$ cat src/rtl/replacement_ctrl.sv
// replacement_ctrl
// Sequences access to the replacement-policy state memory between three users:
// hit updates (same-cycle write), miss victim allocation with a line fill, and
// a full-memory invalidate sweep. Also keeps saturating hit/miss counters.
//
// Ports:
//   clk, reset (async, active low)
//   access_valid/ready, access_line_addr, access_way_hit : front-end lookup
//   invalidate, invalidate_done                           : sweep request/finish
//   fill_req, fill_done, victim_way, victim_way_bin        : line fill handshake
//   rp_way_select, rp_write_en, rp_way_hit, rp_line_addr,
//   rp_init                                                : policy memory side
//   cnt_clr, hit_cnt, miss_cnt                             : perf counters
module replacement_ctrl #(
    parameter int N_WAYS     = 4,
    parameter int LINE_OFF_W = 7,
    parameter int NWAY_W     = $clog2(N_WAYS),
    parameter int CNT_W      = 16
) (
    input  logic                  clk,
    input  logic                  reset,
    input  logic                  access_valid,
    output logic                  access_ready,
    input  logic [LINE_OFF_W-1:0] access_line_addr,
    input  logic [N_WAYS-1:0]     access_way_hit,
    input  logic                  invalidate,
    output logic                  invalidate_done,
    output logic                  fill_req,
    input  logic                  fill_done,
    output logic [N_WAYS-1:0]     victim_way,
    output logic [NWAY_W-1:0]     victim_way_bin,
    input  logic [N_WAYS-1:0]     rp_way_select,
    output logic                  rp_write_en,
    output logic [N_WAYS-1:0]     rp_way_hit,
    output logic [LINE_OFF_W-1:0] rp_line_addr,
    output logic                  rp_init,
    input  logic                  cnt_clr,
    output logic [CNT_W-1:0]      hit_cnt,
    output logic [CNT_W-1:0]      miss_cnt
);

    typedef enum logic [1:0] {IDLE, FILL, UPDATE, SWEEP} state_e;

    state_e                  state_q, state_d;
    logic                    inv_pend_q, inv_pend_d;
    logic [LINE_OFF_W-1:0]   line_q, line_d;
    logic [N_WAYS-1:0]       victim_q, victim_d;
    logic [LINE_OFF_W-1:0]   sweep_q, sweep_d;
    logic [CNT_W-1:0]        hit_q, hit_d, miss_q, miss_d;

    logic acc_hit, acc_miss, sweep_last;

    assign access_ready = (state_q == IDLE) && !inv_pend_q && !invalidate;
    assign acc_hit      = access_valid && access_ready && (|access_way_hit);
    assign acc_miss     = access_valid && access_ready && !(|access_way_hit);
    assign sweep_last   = (state_q == SWEEP) && (&sweep_q);

    // State register
    always_ff @(posedge clk or negedge reset) begin
        if (!reset) state_q <= IDLE;
        else        state_q <= state_d;
    end

    // Next-state logic
    always_comb begin
        state_d = state_q;
        unique case (state_q)
            IDLE:   if (invalidate || inv_pend_q) state_d = SWEEP;
                    else if (acc_miss)            state_d = FILL;
            FILL:   if (fill_done)                state_d = UPDATE;
            UPDATE:                               state_d = IDLE;
            SWEEP:  if (sweep_last)               state_d = IDLE;
            default:                              state_d = IDLE;
        endcase
    end

    // Output decode
    always_comb begin
        rp_write_en     = 1'b0;
        rp_way_hit      = '0;
        rp_line_addr    = access_line_addr;
        rp_init         = 1'b0;
        fill_req        = 1'b0;
        invalidate_done = 1'b0;
        unique case (state_q)
            IDLE: begin
                rp_write_en = acc_hit;
                rp_way_hit  = acc_hit ? access_way_hit : '0;
            end
            FILL: begin
                fill_req     = 1'b1;
                rp_line_addr = line_q;
            end
            UPDATE: begin
                rp_write_en  = 1'b1;
                rp_way_hit   = victim_q;
                rp_line_addr = line_q;
            end
            SWEEP: begin
                rp_write_en     = 1'b1;
                rp_init         = 1'b1;
                rp_line_addr    = sweep_q;
                invalidate_done = sweep_last;
            end
            default: ;
        endcase
    end

    // Datapath next-state
    always_comb begin
        line_d   = line_q;
        victim_d = victim_q;
        if (acc_miss) begin
            line_d   = access_line_addr;
            // An empty policy answer still needs a valid victim: fall back to way 0.
            victim_d = (|rp_way_select) ? rp_way_select : N_WAYS'(1);
        end
        // Counter is held at 0 outside SWEEP so each sweep starts from entry 0.
        sweep_d = (state_q == SWEEP) ? sweep_q + 1'b1 : '0;

        // Pending flag clears on the IDLE->SWEEP transition, which also covers
        // an invalidate arriving in that same cycle.
        inv_pend_d = inv_pend_q;
        if (state_q == IDLE && state_d == SWEEP)   inv_pend_d = 1'b0;
        else if (invalidate && state_q != SWEEP)   inv_pend_d = 1'b1;

        hit_d  = hit_q;
        miss_d = miss_q;
        if (cnt_clr) begin
            hit_d  = '0;
            miss_d = '0;
        end else begin
            if (acc_hit  && !(&hit_q))  hit_d  = hit_q + 1'b1;
            if (acc_miss && !(&miss_q)) miss_d = miss_q + 1'b1;
        end
    end

    always_ff @(posedge clk or negedge reset) begin
        if (!reset) begin
            inv_pend_q <= 1'b0;
            line_q     <= '0;
            victim_q   <= '0;
            sweep_q    <= '0;
            hit_q      <= '0;
            miss_q     <= '0;
        end else begin
            inv_pend_q <= inv_pend_d;
            line_q     <= line_d;
            victim_q   <= victim_d;
            sweep_q    <= sweep_d;
            hit_q      <= hit_d;
            miss_q     <= miss_d;
        end
    end

    // One-hot to binary for the registered victim
    always_comb begin
        victim_way_bin = '0;
        for (int i = 0; i < N_WAYS; i++)
            if (victim_q[i]) victim_way_bin = victim_way_bin | NWAY_W'(i);
    end

    assign victim_way = victim_q;
    assign hit_cnt    = hit_q;
    assign miss_cnt   = miss_q;

endmodule

$ cat config.mk
export PLATFORM = sky130hd
export DESIGN_NAME = replacement_ctrl
export DESIGN_NICKNAME = d
export VERILOG_FILES = /design/src/rtl/replacement_ctrl.sv
export SDC_FILE = /design/constraint.sdc
export NUM_CORES = 1
export LEC_CHECK = 0
export ABC_AREA = 1
export CORE_UTILIZATION = 54
export CTS_CLUSTER_SIZE = 16
export DETAILED_ROUTE_END_ITERATION = 10
export PLACE_DENSITY = 0.91
export SYNTH_ARGS = -nofsm -noshare
export SYNTH_HDL_FRONTEND = slang
export SYNTH_SLANG_ARGS = --single-unit
$ cat constraint.sdc
create_clock -name clk -period 4 [get_ports clk]
set_input_delay 1.2 -clock clk [delete_from_list [all_inputs] [get_ports clk]]
set_output_delay 1.2 -clock clk [all_outputs]
set_load 0.02 [all_outputs]
==> run_results.csv <==
group,metric,value,unit
final_layout,drive_gt1_frac,0.0618,
timing,tns,0,ns
drt,dr.pass1.iters,6,
final_layout,fin_area,4100,um2
floorplanning,die_y,79.2,um
global_routing,grt_pass1_wl,13400,um
timing,post-route-min-period,3.85,ns
timing,relSlewSlack,0.570,
placement,placed_cells,584,
power_and_ir_drop,switchingPower,0.574,mW
floorplanning,dieArea,6280,um2
placement,place_hpwl,5860,um
placement,dpl_worst_slack,-0.118,ns
synthesis,synth_area,3220,um2
floorplanning,pin_count,75,
power_and_ir_drop,power,1.50,mW
drt,wire_per_inst,13.6,um
final_layout,fin_cells,590,
synthesis,syn_avg_cell_area,7.27,um2
global_routing,grt_overflow,0,
synthesis,synth_cell_types,33,
clocking,tritoncts,"yes",
setup_path,worstSetupEndpointType,"output pin",
final_layout,final_core_util,0.726,
floorplanning,rows,27,
placement,postPlaceCellArea,4030,um2
global_routing,grtUsageTotal,0.270,
power_and_ir_drop,ir_drop,0.366,mV
timing,layout_setup_ws,0.147,ns
drt,drtIter0Drc,191,
clocking,worst_skew_pair.late_latency,0.31,ns
timing,maxClockFrequency,260,MHz
synthesis,netlist_instances,443,
synthesis,yosysTopAreaCellShare,0.412,
power_and_ir_drop,swShare,0.384,
drt,route.antenna.remaining_nets,0,
timing,tightest_slew,0.645,ns
timing,holdWs,0.484,ns
final_layout,multiInputGateArea,1680,um2
power_and_ir_drop,power_frac_seq,0.399,
drt,num_vias,3240,
power_and_ir_drop,power_frac_clock,0.195,
clocking,ctsLongestPathBuffers,2,
power_and_ir_drop,p_leak,1.76,nW
global_routing,antenna_found_initial,0,
global_routing,gr-usage-met2,0.467,
clocking,cts_setup_buffers,0,
setup_path,critPathKind,"input port to output pin",
synthesis,synth-seq-cells,53,
timing,period_share,0.963,
final_layout,fin_nets,548,
floorplanning,fp.dieW,79.2,um
synthesis,yosysWarnings,0,
clocking,cts_max_level,2,
setup_path,cp_max_fo,5,
synthesis,synth_area_leader_cell,"dfrtp_1",
final_layout,synthToLayoutAreaGrowth,27.1,%
power_and_ir_drop,internal_power,0.921,mW
setup_path,crit_required,2.80,ns
final_layout,diodes,0,
clocking,cts.sinks,53,
outcome,status,"complete, no violations",
global_routing,grt_pass1_vias,3025,
drt,vias_per_cell,5.49,
global_routing,use_met1,0.337,
global_routing,grt_max_degree,34,
timing,clock_skew,0.0115,ns
setup_path,critPathLaunchType,"input port",
placement,place_congestion,0.858,
timing,rsz0062_at_grt,"false",
power_and_ir_drop,combPwrFrac,0.406,
global_routing,grtUsageMet3,0.0460,
timing,finalHoldViolations,0,
final_layout,n_fill_cell,463,
synthesis,synth_area_leaders,"dfrtp_1 (41%), nand2_1 (15%), nand3_1 (6.1%), nor2_1 (5.8%), inv_1 (4.4%)",
final_layout,seqCellArea,1330,um2
synthesis,synth.net_count,472,
power_and_ir_drop,p_per_area,365,nW/um2
clocking,root_buffer,"clkbuf_8",
floorplanning,coreArea,5640,um2
worst_hold_path,hold_path.class,"flop to flop",
placement,place.port_buffers,74,
synthesis,seq_area_frac_synth,0.412,
global_routing,grt-busiest-layer,"met2",
clocking,clkTransAtPathRegs,0.09,ns
drt,drc,0,
drt,wirelength,8050,um
floorplanning,initial_core_util,0.571,
clocking,cts_made_buffers,5,
timing,slew_violations,0,
timing,setup_viol,0,
flow_run,cap_violations,0,
setup_path,arrival,2.65,ns
power by group through the flow:
stage	logic (mW)	registers (mW)	clock network, mW
finish	0.607	0.596	0.292
global route	0.661	0.600	0.318
CTS	0.610	0.596	0.298
detailed placement	0.622	0.607	0
global placement	0.614	0.605	0
floorplan	0.356	0.606	0
synthesized netlist by cell type:
cell        n
nand2_1   128
dfrtp_1    53
nor2_1     50
nand3_1    39
inv_1      38
o21ai_0    23
a21oi_1    22
nand4_1    18
nor3_1     10
ha_1        8
o21ai_2     7
xor2_1      6
clkbuf_1    5
o21ai_1     5
buf_2       3
nor2_4      3
buf_6       2
clkinv_1    2
inv_2       2
nor3_2      2
o21bai_1    2
o31ai_1     2
or2_2       2
xnor2_1     2
a22o_1      1
a31oi_1     1
and2_1      1
nand2_2     1
nand3_2     1
nor2_2      1
nor2_8      1
nor3b_1     1
nor4_1      1
critical path, stage by stage:
cell and delay (ns):
clkdlybuf4s50_1 0.47, nor2_2 0.19, nand3_2 0.10, inv_2 0.11
nand2_2 0.06, a31oi_1 0.16, dlygate4sd2_1 0.36
worst paths after layout:
kind                       startpoint           end  slack (ns)  cells past startpoint
max reg2reg                state_q[1]  miss_cnt[13]        1.65                      8
max in group asynchronous       reset     line_q[4]        2.29                      2
min reg2reg                 line_q[4]     line_q[4]        0.48                      2
min                         line_q[4]     line_q[4]        0.48                      2
max                        invalidate   rp_write_en        0.15                      7
min in group asynchronous       reset    hit_cnt[3]        0.90                      1
flip-flops by register name, indices dropped and copies added (netlist names):
name and cells:
victim_way 4, miss_cnt 16, state_q 2, sweep_q 7
line_q 7, inv_pend_q 1, hit_cnt 16
layout by cell type (no fill, tap or decap), types with 6 or more instances in the layout:
| master | synthesis | layout |
|---|---|---|
| o21ai_0 | 23 | 23 |
| nor2_1 | 50 | 50 |
| a21oi_1 | 22 | 22 |
| ha_1 | 8 | 8 |
| dfrtp_1 | 53 | 53 |
| clkdlybuf4s50_1 | 0 | 68 |
| inv_1 | 38 | 38 |
| nor3_1 | 10 | 10 |
| nand4_1 | 18 | 18 |
| nand3_1 | 39 | 39 |
| xor2_1 | 6 | 6 |
| nand2_1 | 128 | 128 |
| o21ai_2 | 7 | 7 |
cells by family (layout without fill, tap and decap cells):
family / count (synthesis) / in the layout / synth area share
simple gates: 259 / 259 / 0.358
buf+inv: 52 / 127 / 0.0664
compound gates: 63 / 63 / 0.111
xor+xnor: 8 / 8 / 0.0217
fa+ha+maj: 8 / 8 / 0.0311
flops: 53 / 53 / 0.412
what timing repair did:
item,in CTS,in global routing
hold buffers,0,0
gates resized for setup,5,0
setup endpoints to repair,5,0
cell type report:
type,instances,share of cell area
Timing Repair Buffer,79,0.187
Sequential cell,53,0.324
Multi-Input combinational cell,338,0.411
Tap cell,72,0.0220
Inverter,42,0.0385
Clock buffer,5,0.0168
Clock inverter,1,0.00122
routing by layer:
metal	up-vias	share of wire
li1	1603	-
met1	1501	0.44
met2	122	0.49
met3	14	0.056
met4	0	0.013
met5	-	0
Note: power is estimated with default switching activity, not from simulation.
